<file path="config.mk">
export PLATFORM = sky130hd
export DESIGN_NAME = aud_rec_writer
export DESIGN_NICKNAME = d
export VERILOG_FILES = /design/src/rtl/aud_pkg.sv /design/src/rtl/aud_i2s_deser.sv /design/src/rtl/aud_rec_writer.sv
export SDC_FILE = /design/constraint.sdc
export NUM_CORES = 1
export LEC_CHECK = 0
export CORE_ASPECT_RATIO = 1.5
export CORE_MARGIN = 2
export CORE_UTILIZATION = 57
export DETAILED_ROUTE_END_ITERATION = 6
export GPL_TIMING_DRIVEN = 0
export HOLD_SLACK_MARGIN = 0.02
export PLACE_DENSITY = 0.85
export SKIP_LAST_GASP = 1
export SLEW_MARGIN = 20
export SYNTH_ARGS = -nofsm -noshare
export SYNTH_HDL_FRONTEND = slang
export SYNTH_SLANG_ARGS = --single-unit
</file>
<file path="constraint.sdc">
create_clock -name i_clk -period 5.4 [get_ports i_clk]
set_clock_uncertainty 0.2 [all_clocks]
set_input_delay 0.54 -clock i_clk [delete_from_list [all_inputs] [get_ports i_clk]]
set_output_delay 0.54 -clock i_clk [all_outputs]
set_load 0.01 [all_outputs]
</file>
<file path="src/rtl/aud_pkg.sv">
`default_nettype none
// ============================================================================
// Module      : aud_pkg
// Description : Types and constants shared by the audio record and playback
//               paths: the controller state encoding plus the default sample
//               width and SRAM word-address width.
// Revision    : 1.0 - initial release
// ============================================================================
package aud_pkg;

  localparam int AUD_ADDR_W = 20;
  localparam int AUD_WORD_W = 16;

  typedef enum logic [2:0] {
    IDLE  = 3'd0,
    WAIT  = 3'd1,
    SHIFT = 3'd2,
    ADV   = 3'd3,
    PAUSE = 3'd4
  } aud_state_t;

endpackage
`default_nettype wire

</file>
<file path="src/rtl/aud_i2s_deser.sv">
`default_nettype none
// ============================================================================
// Module      : aud_i2s_deser
// Description : Left-channel I2S deserializer. It detects the LRC falling edge
//               (E0, the one-bit delay slot), then shifts in WORD_W bits MSB
//               first on E1..E16.
// Ports       : i_clk   - bit clock
//               i_rst   - synchronous active-high reset
//               i_lrc   - ADCLRCK (low = left)
//               i_data  - ADCDAT serial bit
//               i_en    - capture allowed (controller waiting or shifting)
//               o_word  - assembled word, valid together with o_valid
//               o_valid - high during the cycle whose edge samples the LSB
//               o_sof   - high during the cycle whose edge is E0
// Revision    : 1.0 - initial release
// ============================================================================
module aud_i2s_deser #(
  parameter int WORD_W = 16
) (
  input  logic              i_clk,
  input  logic              i_rst,
  input  logic              i_lrc,
  input  logic              i_data,
  input  logic              i_en,
  output logic [WORD_W-1:0] o_word,
  output logic              o_valid,
  output logic              o_sof
);

  localparam int CNT_W = $clog2(WORD_W);
  localparam logic [CNT_W-1:0] LAST_BIT = CNT_W'(WORD_W - 1);

  logic              prev_lrc;
  logic              active;
  logic [CNT_W-1:0]  bit_cnt;
  logic [WORD_W-1:0] shreg;

  // Only an idle (not yet capturing) enabled deserializer arms on an LRC
  // fall, so falls seen while disabled are ignored.
  assign o_sof   = i_en && !active && !i_lrc && prev_lrc;
  assign o_valid = active && (bit_cnt == LAST_BIT);
  // The bit arriving on this edge completes the word combinationally so the
  // controller can register it on the LSB edge itself.
  assign o_word  = {shreg[WORD_W-2:0], i_data};

  always_ff @(posedge i_clk) begin
    if (i_rst) begin
      prev_lrc <= 1'b1;
      active   <= 1'b0;
      bit_cnt  <= '0;
      shreg    <= '0;
    end else begin
      prev_lrc <= i_lrc;
      if (!i_en) begin
        active  <= 1'b0;
        bit_cnt <= '0;
      end else if (!active) begin
        if (o_sof) begin
          active  <= 1'b1;
          bit_cnt <= '0;
        end
      end else begin
        shreg   <= o_word;
        bit_cnt <= bit_cnt + CNT_W'(1);
        if (o_valid) begin
          active  <= 1'b0;
          bit_cnt <= '0;
        end
      end
    end
  end

endmodule
`default_nettype wire

</file>
<file path="src/rtl/aud_rec_writer.sv">
`default_nettype none
// ============================================================================
// Module      : aud_rec_writer
// Description : Records the left channel of the codec ADC I2S stream into
//               SRAM at incrementing addresses under start/pause/stop control
//               and reports the recorded length.
// Ports       : i_clk, i_rst        - bit clock, sync active-high reset
//               i_start/i_pause/i_stop - level controls (stop > start > pause)
//               i_lrc, i_data       - ADCLRCK / ADCDAT
//               o_address, o_data, o_we - SRAM write port
//               o_len               - samples written in this/last recording
//               o_full              - last address written
//               o_busy              - not IDLE
// Revision    : 1.0 - initial release
// ============================================================================
module aud_rec_writer
  import aud_pkg::*;
#(
  parameter int                ADDR_W   = AUD_ADDR_W,
  parameter int                WORD_W   = AUD_WORD_W,
  parameter logic [ADDR_W-1:0] ADDR_MAX = {ADDR_W{1'b1}}
) (
  input  logic              i_clk,
  input  logic              i_rst,
  input  logic              i_start,
  input  logic              i_pause,
  input  logic              i_stop,
  input  logic              i_lrc,
  input  logic              i_data,
  output logic [ADDR_W-1:0] o_address,
  output logic [WORD_W-1:0] o_data,
  output logic              o_we,
  output logic [ADDR_W:0]   o_len,
  output logic              o_full,
  output logic              o_busy
);

  aud_state_t        state;
  aud_state_t        state_next;
  logic              deser_en;
  logic              sof;
  logic              word_valid;
  logic [WORD_W-1:0] word;
  logic              pause_pending;
  logic              stop_pending;
  logic              at_max;

  assign deser_en = (state == WAIT) || (state == SHIFT);
  assign at_max   = (o_address == ADDR_MAX);
  assign o_busy   = (state != IDLE);

  aud_i2s_deser #(
    .WORD_W (WORD_W)
  ) u_deser (
    .i_clk   (i_clk),
    .i_rst   (i_rst),
    .i_lrc   (i_lrc),
    .i_data  (i_data),
    .i_en    (deser_en),
    .o_word  (word),
    .o_valid (word_valid),
    .o_sof   (sof)
  );

  always_ff @(posedge i_clk) begin
    if (i_rst) begin
      state <= IDLE;
    end else begin
      state <= state_next;
    end
  end

  always_comb begin
    state_next = state;
    case (state)
      IDLE:  if (i_start && !i_stop) state_next = WAIT;
      WAIT: begin
        if (i_stop)       state_next = IDLE;
        else if (i_pause) state_next = PAUSE;
        else if (sof)     state_next = SHIFT;
      end
      // A stop landing on the LSB edge still lets the word be written.
      SHIFT: begin
        if (word_valid)  state_next = ADV;
        else if (i_stop) state_next = IDLE;
      end
      ADV: begin
        if (i_stop || stop_pending || at_max) state_next = IDLE;
        else if (pause_pending)               state_next = PAUSE;
        else                                  state_next = WAIT;
      end
      PAUSE: begin
        if (i_stop)       state_next = IDLE;
        else if (i_start) state_next = WAIT;
      end
      default: state_next = IDLE;
    endcase
  end

  always_ff @(posedge i_clk) begin
    if (i_rst) begin
      o_address     <= '0;
      o_data        <= '0;
      o_we          <= 1'b0;
      o_len         <= '0;
      o_full        <= 1'b0;
      pause_pending <= 1'b0;
      stop_pending  <= 1'b0;
    end else begin
      o_we <= 1'b0;
      case (state)
        IDLE: begin
          if (i_start && !i_stop) begin
            o_address     <= '0;
            o_len         <= '0;
            o_full        <= 1'b0;
            pause_pending <= 1'b0;
            stop_pending  <= 1'b0;
          end
        end
        SHIFT: begin
          if (i_pause) pause_pending <= 1'b1;
          if (word_valid) begin
            o_data <= word;
            o_we   <= 1'b1;
            if (i_stop) stop_pending <= 1'b1;
          end
        end
        ADV: begin
          if (at_max) begin
            o_full <= 1'b1;
            o_len  <= {1'b0, ADDR_MAX} + (ADDR_W+1)'(1);
          end else begin
            o_address <= o_address + ADDR_W'(1);
            o_len     <= o_len + (ADDR_W+1)'(1);
          end
          stop_pending <= 1'b0;
        end
        PAUSE: begin
          if (i_start && !i_stop) pause_pending <= 1'b0;
        end
        default: ;
      endcase
      if (state != IDLE && state_next == IDLE) begin
        pause_pending <= 1'b0;
        stop_pending  <= 1'b0;
      end
    end
  end

endmodule
`default_nettype wire

</file>
=== Yosys cells after proc, flatten, opt, wreduce, memory -nomap -nowiden ===
Index checks and enable logic that the tools add are counted.

* Bits in registers: 85
* Input bits: 7
* Output and inout bits: 60
* Logic and storage cells: 92

* Add/sub/neg operators: 3
* Eq/ne operators: 13
* Multiplexer cells: 32
* Bitwise gates (word level): 2
* Reductions and logical operators: 30

{| class="wikitable"
|+ Operators by type and width
! cell !! number
|-
| two-way mux 21 bit || 2
|-
| one-hot mux 21 bit (2 select lines) || 1
|-
| two-way mux 20 bit || 2
|-
| one-hot mux 20 bit (2 select lines) || 1
|-
| two-way mux 3 bit || 10
|-
| adder 21 x 1 -> 21 bit, second input constant || 1
|-
| adder 20 x 1 -> 20 bit, second input constant || 1
|-
| equality test 20 bit, second input constant || 1
|-
| one-hot mux 3 bit (5 select lines) || 1
|-
| two-way mux 4 bit || 3
|-
| != test 2 bit, second input constant || 5
|-
| two-way mux 1 bit || 9
|-
| AND reduction 3 bit || 3
|-
| OR reduction 2 bit || 4
|-
| equality test 3 x 2 -> 1 bit, second input constant || 2
|-
| logical AND 1 bit || 6
|-
| zero test 3 bit || 2
|-
| AND reduction 2 bit || 3
|-
| nonzero test 2 bit || 3
|-
| nonzero test 3 bit || 2
|-
| adder 4 x 1 -> 4 bit, second input constant || 1
|-
| equality test 4 bit, second input constant || 1
|-
| != test 2 x 1 -> 1 bit, second input constant || 2
|-
| one-hot mux 1 bit (2 select lines) || 2
|-
| other kinds (7) || 12
|}

=== Logic depth before layout (Yosys ltp) ===
* Word-level depth: 12
* Depth in mapped cells: 8
* Gate-level depth less buffers: 6

=== Cells and area by module ===
Synthesis repeated with hierarchy kept, for this count alone.

* Cell total of the unflattened synthesis: 484
* Area total of the unflattened synthesis: 4010.1 um^2

{| class="wikitable"
|+ By module, submodules not included
! module !! instances !! cells an instance !! area each (um^2) !! seq. area each (um^2)
|-
| aud_rec_writer || 1 || 381 || 3171.8 || 1281.2
|-
| aud_i2s_deser || 1 || 103 || 838.3 || 420.4
|}

=== Worst setup path after synthesis ===
Ideal clock, no wire load.

* Kind: register to register
* Start: reg o_address[5]
* End: reg o_address[17]
* Library setup time: 65 ps
* Data arrival time: 1970 ps
* Data required time: 5135 ps
* Path slack: 3165 ps
* Cell stages (with the launch flop): 7
* Buffers on the path: 1
* Cells stage by stage: dfxtp_1 > nand4_2 > or4_1 > buf_2 > nor4_1 > mux2_1 > nor2_1

* Word-level cells in the longest chain between the ends: 3

{| class="wikitable"
|+ RTL lines
! element !! RTL line !! RTL
|-
| start, declared || aud_rec_writer.sv:30 || <nowiki>output logic [ADDR_W-1:0] o_address,</nowiki>
|-
| start signal, assigned || aud_rec_writer.sv:134 || <nowiki>o_address <= o_address + ADDR_W'(1);</nowiki>
|-
| adder 20 x 1 -> 20 bit or equality test 20 bit (tied branches) || aud_rec_writer.sv:134, aud_rec_writer.sv:49 ||
|-
| two-way mux 20 bit or != test 2 bit (tied branches) || -- ||
|-
| one-hot mux 20 bit (2 select lines) or AND reduction 3 bit (tied branches) || -- ||
|}

Several ways; a longest one is shown, not always the timed one. The select of a mux whose other input is x is not followed.
A chain may end at the register's enable or synchronous reset.

=== Worst setup path after layout ===
* Start: in i_stop
* End: reg o_len[10]

* Word-level cells in the longest chain between the ends: 4

{| class="wikitable"
|+ RTL lines
! element !! RTL line !! RTL
|-
| start, declared || aud_rec_writer.sv:27 || <nowiki>input logic i_stop,</nowiki>
|-
| zero test 1 bit || aud_rec_writer.sv:113 || <nowiki>if (i_start && !i_stop) begin</nowiki>
|-
| logical AND 1 bit || aud_rec_writer.sv:113 ||
|-
| != test 2 bit (no line) || -- ||
|-
| AND reduction 2 bit (no line) || -- ||
|-
| end signal, assigned || aud_rec_writer.sv:132 || <nowiki>o_len <= {1'b0, ADDR_MAX} + (ADDR_W+1)'(1);</nowiki>
|-
| end signal, assigned || aud_rec_writer.sv:135 || <nowiki>o_len <= o_len + (ADDR_W+1)'(1);</nowiki>
|-
| end, declared || aud_rec_writer.sv:33 || <nowiki>output logic [ADDR_W:0] o_len,</nowiki>
|}

Every way passes these cells.

==> metrics.txt <==
die width=about 71 um; Post-synth ARST share=0; Vias=about 3800; Pint=a little over 900 uW; I/O pin count=67; Total Wirelength=about 9700 um; VDD IR max=approximately 0.22 mV; commonest non-fill, non-tap cell in the layout=nand2_1; Max-cap violations=0; total CTS buffers=9; Residual DRC=0; CTS root buffer=clkbuf_8; most frequent cells in the layout=nand2_1, dfxtp_1, a21oi_1, clkdlybuf4s50_1, nor2_1; clk sinks=85; vias in the first global route=3591; first-pass GRT wire length=between 15000 and 20000 um; relative slew slack=0.456; power share of the combinational group=0.038; initial antenna violation count=0; Primary FF master, synth=dfxtp_1; Synth top area share=0.447; Seq/Total Area, Yosys=0.447; setup TNS=0 ns; die area=between 7000 and 8000 sq um; synthesized area per cell=around 8.1 sq um; syn nets=482; total congestion overflow=0; fin crit share=0.533; synthesized flop and latch total=85; pin count of the biggest net entering global routing=15; worst skew pair latency=about 0.36 ns; WL/cell=between 15 and 20 um; final setup violation count=0; Post-synth EDFFs=0; nets=558; outcome=finished, final reports clean; CP max FO=10; synth top area cells=dfxtp_1, nand2_1, a21oi_1; non-filler cells, final=roughly 630; Layout area overhead=25.5%; final RePlAce weighted congestion=about 0.9; hold crit path type=register to register; Antenna Nets Post-Route=0; Initial Util=0.587; Yosys Warn Count=0; unrepaired setup endpoints after global routing=no; Setup Fix Bufs, Post-CTS=0; H-tree depth=3; sw power=around 270 uW; min Tclk post-route=about 2.9 ns; Leak=around 0.0015 uW; total global-route track usage=0.264; CP arrival=about 2.9 ns; Clk pwr share=0.430; Switching Share=0.224; post-synth top area cell=dfxtp_1; Setup WS pre-CTS=~2.2 ns; Cell Area, Synth=between 3000 and 4000 sq um; ANT cells=0; Sequential Power Share=0.532; average vias per placed instance=~6.0; die height=between 100 and 150 um; CP Data Required Time=between 5 and 6 ns; DP Wirelength=roughly 6900 um; CTS resizes=0; port bufs=65; Setup CP Type=primary input to register; Core Util, Final=0.736; Crit. End Element=register; cts hold-fix bufs=0; Fin. Hold Viols=0; clock-pin slew on the worst setup and hold paths=~0.090 ns; DR pass1 iterations=6; placed insts=~610; PwrDens=248 nW/um^2; Initial DRC Count=around 260; Max Buffers Root-to-Sink=2; fin worst setup slack=about 2.5 ns; share of layout cells above drive strength 1=0.0633; CTS tree=yes; Mapped Cells=~470; core area=between 6000 and 7000 sq um; highest clock rate=about 0.35 GHz; Netlist cell types=between 50 and 60; Worst-Margin Slew=0.810 ns; Worst setup SP type=primary input; std cell rows=36; Slew Limit Fails=0
## cell type report
| cell class | count | area, sq um |
|---|---|---|
| Timing Repair Buffer | 65 | 651 |
| Fill cell | 527 | 1710 |
| Buffer | 22 | 88.8 |
| Inverter | 12 | 45.0 |
| Tap cell | 76 | 95.1 |
| Multi-Input combinational cell | 353 | 1970 |
| Sequential cell | 85 | 1700 |
| Clock inverter | 5 | 82.6 |
| Clock buffer | 11 | 141 |
## registers in the layout, indices dropped and copies added (netlist names)
name / flops
o_len: 21
o_address: 20
o_data: 16
u_deser.shreg: 15
u_deser.bit_cnt: 4
state: 3
o_full: 1
o_we: 1
pause_pending: 1
stop_pending: 1
u_deser.active: 1
u_deser.prev_lrc: 1
## worst max-delay path: stages
cell	delay, ns
clkdlybuf4s50_1	0.55
or4b_1	0.65
a21oi_2	0.37
nor2_1	0.22
clkbuf_1	0.28
o21ai_0	0.20
o21ai_0	0.10
## stage by stage
step	power (uW)	hold WS (ns)	area [sq um]
floorplan	671	0.232	3800
global placement	688	0.245	4550
detailed placement	688	0.248	4550
CTS	1180	0.260	4770
global route	1210	0.281	4770
finish	1180	0.258	4770
## synth_stat cells (2+ instances only)
cell	count
nor4_2	2
a31o_2	2
a22oi_1	5
nand3_1	19
a21oi_1	65
nor2b_1	3
nor3b_1	2
xor2_1	5
nand4_2	2
nor4_1	4
o22ai_1	4
nor2_1	32
o31a_1	2
o41ai_1	2
a41oi_1	4
clkbuf_1	17
buf_2	5
and2_1	2
or2_2	6
o21ai_0	13
nand2_1	93
mux2_1	3
and3_1	5
inv_1	12
and4_1	3
nand2b_1	4
a211oi_1	3
nor3_1	2
mux2i_1	4
nand4_1	12
dfxtp_1	85
xnor2_1	4
ha_1	3
or3_1	6
or4_1	3
a31oi_1	8
o211ai_1	8
## cells by family (layout without fill, tap and decap cells)
| family | after synthesis | count (layout) | share of synthesized area |
|---|---|---|---|
| AND/OR/NAND/NOR | 207 | 207 | 0.266 |
| AO/OA/AOI/OAI | 127 | 127 | 0.202 |
| flip-flops | 85 | 85 | 0.447 |
| buffers and inverters | 34 | 115 | 0.0352 |
| XOR/XNOR | 9 | 9 | 0.0207 |
| multiplexers | 7 | 7 | 0.0194 |
| adder cells (fa/ha/maj) | 3 | 3 | 0.00987 |
## path summary, 6_finish.rpt
check / start / endpoint / slack [ns] / cells after the start
worst max-delay path: i_stop / o_len[10] / 2.52 / 7
worst min register to register: o_data[1] / o_data[1] / 0.26 / 2
worst max register to register: o_address[0] / o_len[2] / 2.80 / 7
worst min-delay path: o_data[1] / o_data[1] / 0.26 / 2
## metal layers
layer | vias to the layer above | routed length (um) | track usage
li1 | 1843 | - | -
met1 | 1801 | 3830 | 0.299
met2 | 120 | 5100 | 0.464
met3 | 29 | 493 | 0.0455
met4 | 0 | 234 | 0.135
met5 | - | 0 | 0
## power by group through the flow
stage	clock, uW	sequential [uW]	combinational (uW)
detailed placement	0	644	44.0
global route	535	630	49.3
CTS	510	629	44.3
finish	509	630	44.8
global placement	0	644	43.3
floorplan	0	644	26.5
No activity file was read; power rests on OpenSTA's default activity.
